File: src/rtl/sequential_divider.sv
// Sequential restoring divider: unsigned WIDTH-bit operands, one quotient bit per clock.
//
// Ports
//   clk         : clock; all state changes on the rising edge
//   reset       : asynchronous, active-high; aborts any operation and clears all state
//   start       : begin a division (accepted only in IDLE or DONE)
//   dividend    : unsigned dividend, sampled with start
//   divisor     : unsigned divisor, sampled with start
//   quotient    : registered quotient of the last completed operation
//   remainder   : registered remainder of the last completed operation
//   busy        : high while iterating (CALC)
//   done        : one-cycle pulse; quotient/remainder/div_by_zero freshly valid
//   div_by_zero : registered flag, set when the last completed operation had divisor 0
module sequential_divider #(
  parameter int unsigned WIDTH = 4
) (
  input  logic             clk,
  input  logic             reset,
  input  logic             start,
  input  logic [WIDTH-1:0] dividend,
  input  logic [WIDTH-1:0] divisor,
  output logic [WIDTH-1:0] quotient,
  output logic [WIDTH-1:0] remainder,
  output logic             busy,
  output logic             done,
  output logic             div_by_zero
);

  localparam int unsigned CntW = $clog2(WIDTH + 1);

  localparam logic [1:0] IDLE = 2'd0;
  localparam logic [1:0] CALC = 2'd1;
  localparam logic [1:0] DONE = 2'd2;

  logic [1:0]       state_q, state_d;
  logic [WIDTH-1:0] dvd_q, dvd_d;    // dividend bits shifting out, quotient bits shifting in
  logic [WIDTH-1:0] rem_q, rem_d;    // partial remainder
  logic [WIDTH-1:0] dvs_q, dvs_d;    // latched divisor
  logic [CntW-1:0]  cnt_q, cnt_d;    // steps still to perform
  logic [WIDTH-1:0] quo_q, quo_d;
  logic [WIDTH-1:0] remo_q, remo_d;
  logic             dbz_q, dbz_d;

  // One restoring step. The shifted remainder needs WIDTH+1 bits; one more bit
  // carries the sign of the trial subtraction.
  logic [WIDTH:0]   shifted;
  logic [WIDTH+1:0] trial;
  logic             qbit;
  logic [WIDTH-1:0] step_rem;
  logic [WIDTH-1:0] step_dvd;
  logic             unused_trial;

  always_comb begin
    shifted      = {rem_q, dvd_q[WIDTH-1]};
    trial        = {1'b0, shifted} - {2'b00, dvs_q};
    qbit         = ~trial[WIDTH+1];
    // A kept trial result is below the divisor, so its low WIDTH bits are exact.
    step_rem     = qbit ? trial[WIDTH-1:0] : shifted[WIDTH-1:0];
    step_dvd     = {dvd_q[WIDTH-2:0], qbit};
    unused_trial = trial[WIDTH];
  end

  always_comb begin
    state_d = state_q;
    dvd_d   = dvd_q;
    rem_d   = rem_q;
    dvs_d   = dvs_q;
    cnt_d   = cnt_q;
    quo_d   = quo_q;
    remo_d  = remo_q;
    dbz_d   = dbz_q;
    case (state_q)
      IDLE, DONE: begin
        if (start) begin
          dvd_d = dividend;
          dvs_d = divisor;
          rem_d = '0;
          if (divisor == '0) begin
            // Divide by zero completes on the start edge without iterating.
            state_d = DONE;
            cnt_d   = '0;
            quo_d   = '1;
            remo_d  = dividend;
            dbz_d   = 1'b1;
          end else begin
            state_d = CALC;
            cnt_d   = CntW'(WIDTH);
          end
        end else begin
          state_d = IDLE;
        end
      end
      CALC: begin
        dvd_d = step_dvd;
        rem_d = step_rem;
        cnt_d = cnt_q - CntW'(1);
        if (cnt_q == CntW'(1)) begin
          state_d = DONE;
          quo_d   = step_dvd;
          remo_d  = step_rem;
          dbz_d   = 1'b0;
        end
      end
      default: state_d = IDLE;
    endcase
  end

  always_ff @(posedge clk or posedge reset) begin
    if (reset) begin
      state_q <= IDLE;
      dvd_q   <= '0;
      rem_q   <= '0;
      dvs_q   <= '0;
      cnt_q   <= '0;
      quo_q   <= '0;
      remo_q  <= '0;
      dbz_q   <= 1'b0;
    end else begin
      state_q <= state_d;
      dvd_q   <= dvd_d;
      rem_q   <= rem_d;
      dvs_q   <= dvs_d;
      cnt_q   <= cnt_d;
      quo_q   <= quo_d;
      remo_q  <= remo_d;
      dbz_q   <= dbz_d;
    end
  end

  assign quotient    = quo_q;
  assign remainder   = remo_q;
  assign div_by_zero = dbz_q;
  assign busy        = (state_q == CALC);
  assign done        = (state_q == DONE);

endmodule
File: config.mk
export PLATFORM = sky130hd
export DESIGN_NAME = sequential_divider
export DESIGN_NICKNAME = d
export VERILOG_FILES = /design/src/rtl/sequential_divider.sv
export SDC_FILE = /design/constraint.sdc
export NUM_CORES = 1
export LEC_CHECK = 0
export CORE_UTILIZATION = 59
export CTS_BUF_LIST = sky130_fd_sc_hd__clkbuf_8
export CTS_CLUSTER_SIZE = 40
export DETAILED_ROUTE_END_ITERATION = 10
export PLACE_DENSITY_LB_ADDON = 0.2
export SLEW_MARGIN = 40
export SYNTH_ARGS = -nofsm -noshare
export SYNTH_HDL_FRONTEND = slang
export SYNTH_SLANG_ARGS = --single-unit
export TNS_END_PERCENT = 10
File: constraint.sdc
create_clock -name clk -period 5.5 [get_ports clk]
set_input_delay 1.1 -clock clk [delete_from_list [all_inputs] [get_ports clk]]
set_output_delay 1.1 -clock clk [all_outputs]
set_load 0.03 [all_outputs]
Word-level counts from Yosys, hierarchy flattened
Index checks and enable logic that the tools add are counted.
Widths: inputs -> output; s select.
- register bits: 26
- input port bits: 11
- add/subtract/negate cells: 2
- equal/unequal tests: 6
- mux-type cells: 24
- bitwise gates (word level): 1
- reduce and logical (&&, ||, !) cells: 7
- operator list (operator ; number):
    $mux 4 ; 9
    $pmux 4 s2 ; 4
    $mux 2 ; 3
    $mux 3 ; 2
    $pmux 3 s2 ; 1
    $sub 5x4->6 ; 1
    $logic_not 4->1 ; 1
    $ne 2x2->1 const B ; 2
    $pmux 2 s2 ; 1
    $reduce_and 2->1 ; 2
    $reduce_and 4->1 ; 1
    $eq 3x1->1 const B ; 1
    $mux 1 ; 3
    $sub 3x1->3 const B ; 1
    $eq 2x1->1 const B ; 1
    $eq 2x2->1 const B ; 1
    $logic_not 2->1 ; 1
    $ne 2x1->1 const B ; 1
    $pmux 1 s2 ; 1
    $reduce_bool 2->1 ; 1
    $reduce_or 2->1 ; 1
    $not 1->1 ; 1

Longest topological paths before layout
- word-level depth: 4
- gate-level depth with buffers: 8
- depth with buffers taken out: 8

Least setup slack after synthesis
OpenSTA, ideal clock, no wires.
- path kind: input port to flip-flop
- start: in divisor[3]
- end: reg remo_q[3], in the netlist remainder[3]
- library setup time: 0.121 ns
- data arrival time: 1.938 ns
- required time: 5.379 ns
- slack: 3.441 ns
- cell stages on the path: 7
- cell sequence: nor4_4 and2_1 buf_6 nor2_4 clkinv_4 nand2_2 o22a_1
- word-level cells in the longest chain between the ends: 3
- RTL lines (what ; RTL line ; text):
    from (decl) ; 21 ; input logic [WIDTH-1:0] divisor,
    $logic_not 4->1 ; 78 ; if (divisor == '0) begin
    $ne 2x2->1 (no line) ; n/a ;
    $reduce_and 4->1 (no line) ; n/a ;
    to (signal assigned) ; 125 ; remo_q <= remo_d;
    to (decl) ; 41 ; logic [WIDTH-1:0] remo_q, remo_d;
No other way between the ends.
A chain may end at the register's enable or synchronous reset.

Final worst setup path
- start: reg state_q[1]
- end: out busy
- word-level cells in the longest chain between the ends: 1
- RTL lines (what ; RTL line ; text):
    from (decl) ; 35 ; logic [1:0] state_q, state_d;
    from (signal assigned) ; 119 ; state_q <= state_d;
    $eq 2x1->1 ; 133 ; assign busy = (state_q == CALC);
    to (decl) ; 24 ; output logic busy,
No other way between the ends.

==> impl_metrics.tcl <==
set metrics [dict create \
    clkLatencyLatePin_ps 270 \
    start_util_pct 65.4 \
    cts_resized 0 \
    synth_area_sq_um 1350 \
    ys_top_cells_by_count "nand2_1 (32), dfrtp_1 (26), o21ai_0 (12)" \
    path_clk_slew_ps 90 \
    startpoint_type "flop" \
    drive_above_1_share_pct 10.0 \
    io_pins 22 \
    hold_violations 0 \
    avgSynthCellArea_sq_um 9.70 \
    nets 179 \
    vias_per_cell 5.84 \
    worst_pin_slew_ps 628 \
    max_freq_mhz 312 \
    syn_to_final_growth_pct 20.3 \
    syn_inst 139 \
    synthTopCellsByArea "dfrtp_1 (48%), nand2_1 (8.9%), ha_1 (5.6%)" \
    ys_seq_elements 26 \
    p_leak_nw 0.735 \
    vias 1093 \
    cts_made_buffers 3 \
    crit_fanout 16 \
    hp-class "flop to flop" \
    synth_area_leader_cell "dfrtp_1" \
    track_usage_pct 26.6 \
    dp_slack_ps 2450 \
    dpl.hpwl_microns 2010 \
    status "complete, no violations" \
    crit_type "flop to output port" \
    antenna_found_initial 0 \
    yosysMostFrequentCell "nand2_1" \
    n_antenna_cell 0 \
    row_count 16 \
    io_buffers 21 \
    async_flop_share_pct 100 \
    worstPathArrival_ps 2110 \
    cts-hold-fix-buffers 0 \
    grt_pass1_vias 1023 \
    synth_edf_count 0 \
    rsz0062_at_grt "false" \
    htreeDepth 1 \
    cts-root-buf "clkbuf_8" \
    grt_pass1_wl_microns 4840 \
    dp_cells 183 \
    drtAntennaViolNets 0 \
    core_area_sq_um 2060 \
    ys_seq_area_share_pct 48.2 \
    relSlewSlack_pct 58.2 \
    die_w_microns 49.8 \
    vdd_drop_max_uv 561 \
    tns_ps 0 \
    finClkSkew_ps 4.83 \
    drt-wirelength-per-cell_microns 15.0 \
    place_area_sq_um 1570 \
    power.density_nw_per_um2 698 \
    ys_types 39 \
    syn-num-nets 157 \
    drt_wl_total_microns 2810 \
    dr.pass1.iters 4 \
    finish.utilization_pct 78.7 \
    die_h_microns 49.8 \
    setup_viol 0 \
    cts.repair_timing.setup_buffer_count 0 \
    period_needed_ps 3210 \
    grt.overflow.total 0 \
    yosys_warnings 0 \
    fin_area_sq_um 1620 \
    fin_cells 187 \
    ctsLongestPathBuffers 2 \
    dieArea_sq_um 2480 \
    fin_ws_ps 2290 \
    synth_ff_type "dfrtp_1" \
    grt_max_degree 27 \
    place_congestion 0.803 \
    numClockSinks 26 \
    synth_top_area_share_pct 48.2 \
    drv_slew 0 \
    critPathCaptureType "output port" \
    required_ps 4400 \
    drt-initial-drc-count 28 \
    drc 0 \
    max-cap-violations 0 \
    tritoncts "yes" \
    finalCritPeriodShare_pct 58.3 \
]
-- where the power goes --
group / switching, mW / internal, mW / total, mW
Clock: 0.0578 / 0.0640 / 0.122
Sequential: 0.0674 / 0.288 / 0.356
Combinational: 0.376 / 0.279 / 0.655
Total: 0.502 / 0.631 / 1.13
-- worst max-delay path, cell delays in order, from the launching register on --
cell             delay (ps)
dfrtp_1                 380
nand2b_1                430
inv_2                   320
clkdlybuf4s50_1         710
-- sequential cells by signal (all words and copies together), names as in the netlist --
| register | count |
|---|---|
| cnt_q | 3 |
| div_by_zero | 1 |
| remainder | 4 |
| rem_q | 4 |
| state_q | 2 |
| quotient | 4 |
| dvs_q | 4 |
| dvd_q | 4 |
-- stage by stage --
| stage | power [mW] | hold slack, ps |
|---|---|---|
| 4_1_cts | 1.13 | 500 |
| 2_1_floorplan | 0.822 | 450 |
| 3_3_place_gp | 0.976 | 472 |
| 6_report | 1.13 | 493 |
| 3_5_place_dp | 1.00 | 482 |
| 5_1_grt | 1.22 | 520 |
-- final cells by class --
type,count,area (sq um)
tap,27,33.8
sequential,26,651
inverter,10,42.5
timing repair buffer,21,210
fill,132,439
clock buffer,4,55.1
multi-input combinational,99,631
-- kinds of logic after synthesis --
family          share of synthesized area, %
flops                                   48.2
mux                                     1.85
fa+ha+maj                               7.05
compound gates                          14.6
xor+xnor                               0.649
simple gates                            22.4
buf+inv                                 5.19
-- per-layer routing --
layer,up-vias,track usage (%),wire length [microns]
met5,-,0,0
met2,39,41.0,1370
met3,7,3.70,154
li1,506,-,-
met1,541,37.5,1230
met4,0,11.4,61
-- placed cells by master (no fill, tap or decap), drive strengths merged, types with 2 or more instances in the layout --
cell type	Yosys	final
nor2	10	10
a21oi	2	2
nor3	2	2
dfrtp	26	26
nor2b	4	4
o22ai	2	2
o21ai	14	14
clkdlybuf4s50	0	21
a31oi	5	5
nor4	2	2
nand2	33	33
and2	2	2
a21o	3	3
inv	9	9
nand2b	3	3
clkbuf	1	4
ha	6	6
-- path summary, 6_finish.rpt --
path                            cells after the start            to        start  slack [ps]
max in group asynchronous                           2      dvd_q[1]        reset        3960
min in group asynchronous                           2  remainder[3]        reset        1180
worst min register to register                      1   div_by_zero  div_by_zero         490
worst max register to register                      6  remainder[2]     rem_q[0]        3530
worst min-delay path                                1   div_by_zero  div_by_zero         490
worst max-delay path                                3          busy   state_q[1]        2290
(Power assumes the default switching activity.)
==> RTL change: new RTL, same settings <==
`WIDTH`: 4 -> 2.
--- a/src/rtl/sequential_divider.sv
+++ b/src/rtl/sequential_divider.sv
@@ -12,7 +12,7 @@
 //   done        : one-cycle pulse; quotient/remainder/div_by_zero freshly valid
 //   div_by_zero : registered flag, set when the last completed operation had divisor 0
 module sequential_divider #(
-  parameter int unsigned WIDTH = 4
+  parameter int unsigned WIDTH = 2
 ) (
   input  logic             clk,
   input  logic             reset,
Ports: changed (resized dividend, divisor, quotient and remainder); port bits go from 22 to 14. The function was not compared with the original's and may differ.
==> RTL change against the unedited design <==
Total power decreased by 48%. Clock skew hardly changed. Cell area fell by 44%. Wire length shrank 48%. Sequential cell count shrank 11. Cell count shrank 47%. Worst setup slack gained 340 ps. Area after synthesis fell by 47%.
==> RTL change: results (changes against the unedited design) <==
metric	value	unit	change
vias per inst	5.42		-7.2%
leak pwr	0.417	nW	-43%
gpl congestion	0.774		-3.6%
Reg clk slew, reported paths	50	ps	-40 ps
Total GRT Usage	26.4	%	-0.14 points
clock latency on the worst-skew pair	240	ps	-30 ps
input/output buffers	13		-38%
clock buffer depth	2		unchanged
final net count	96		-46%
critical path arrival	1770	ps	-340 ps
ANT cells	0		unchanged
layout cells sized above 1	11.8	%	+1.8 points
Fillers	69		-48%
CP max FO	9		-7
WL final	1470	um	-48%
Slew @ Worst Pin	548	ps	-79.8 ps
Synth Cell Area	719	sq um	-47%
Post-Layout Cell Count	99		-47%
pin count of the biggest net entering global routing	16		-41%
Max VDD drop	383	uV	-32%
Synth cell types	25		-36%
initial antenna violation count	0		unchanged
vias in the first global route	506		-51%
cell count after placement	95		-48%
grt met1 use	34.0	%	-3.5 points
sequential area share after synthesis	52.2	%	+3.9 points
Syn Nets	79		-50%
met3 Use GR	11.6	%	+7.9 points
initial DRC count	12		-57%
Clock Skew	5.06	ps	+0.224 ps
Area contributors post-synth	dfrtp_1 52%, nand2_1 6.3%, ha_1 5.2%		
DP HPWL	1050	um	-48%
CP startpoint	state_q[1]$_DFFE_PP0P_		
Hold Startpoint	dvs_q[0]$_DFFE_PP0P_		
synth cell count leaders	15 x dfrtp_1, 12 x nand2_1, 6 x nor2_1		
Setup Buffers After CTS	0		unchanged
Reg-to-Reg Start	rem_q[0]$_DFFE_PP0P_		
number of antenna-violating nets in the routed design	0		unchanged
status	finished, final reports clean		
# H-tree levels	1		unchanged
first-pass GRT wire length	2350	um	-51%
mean area per synthesized cell	10.4	sq um	+7.5%
met2 global-route usage	41.5	%	+0.53 points
root buffer cell	clkbuf_8		
CTS Buf Count	3		unchanged
## RTL change: cell count changes in the layout (fill, tap and decap cells not counted), moves of 2 or more
cell	delta
nand2_1	-20
dfrtp_1	-11
clkdlybuf4s50_1	-8
o21ai_0	-8
a21o_1	-3
a31oi_1	-3
ha_1	-3
nor2_1	-3
nor2b_1	-3
a221o_1	+2
inv_2	-2
o21ai_1	-2
## RTL change: final cells by class
class / count / area, sq um / share of cell area, %
clock buffers: 3 / 41.3 / 4.55
clock inverters: 1 / 3.75 / 0.414
inverters: 5 / 18.8 / 2.07
multi-input cells: 48 / 320 / 35.3
flip-flops and latches: 15 / 375 / 41.4
well taps: 14 / 17.5 / 1.93
repair buffers: 13 / 130 / 14.3
## RTL change: logic make-up after synthesis
logic type	Yosys count	synth area share, %
and+or+nand+nor	28	20.2
AOI/OAI and AO/OA	15	16.2
DFF	15	52.2
buffers and inverters	6	3.30
adders and majority gates	3	5.22
muxes	2	2.96
## RTL change: worst paths after layout
| check | to | cells after the start | slack [ps] |
|---|---|---|---|
| worst max-delay path | busy | 3 | 2630 |
| worst min-delay path | dvs_q[0]$_DFFE_PP0P_ | 2 | 480 |
| worst max register to register | rem_q[0]$_DFFE_PP0P_ | 5 | 3970 |
| worst min register to register | dvs_q[0]$_DFFE_PP0P_ | 2 | 480 |
| max in group asynchronous | dvs_q[0]$_DFFE_PP0P_ | 2 | 3930 |
| min in group asynchronous | rem_q[0]$_DFFE_PP0P_ | 2 | 1210 |
## RTL change: critical path, stage by stage, from the launching register on
cell             delay [ps]
dfrtp_1                 380
nand2b_1                280
inv_1                   180
clkdlybuf4s50_1         690
## RTL change: metrics by stage
step / power (mW) / cell area, sq um / util [%] / worst slack [ps]
global placement: 0.486 / 862 / 76.6 / 2950
CTS: 0.590 / 907 / 80.6 / 2630
detailed placement: 0.500 / 862 / 76.6 / 2920
global route: 0.632 / 907 / 80.6 / 2530
finish: 0.588 / 907 / 80.6 / 2630
floorplan: 0.407 / 719 / - / 3520
## RTL change: where the power goes
group	switching (mW)	internal (mW)	leakage, nW
registers	0.0324	0.164	0.176
clock network	0.0347	0.0493	0.0269
logic	0.174	0.134	0.214
total	0.241	0.348	0.417
## RTL change: per-layer routing
layer,vias up,wire length [um]
met5,-,0
met4,0,21
met3,4,95
met2,22,720
met1,241,634
li1,270,-
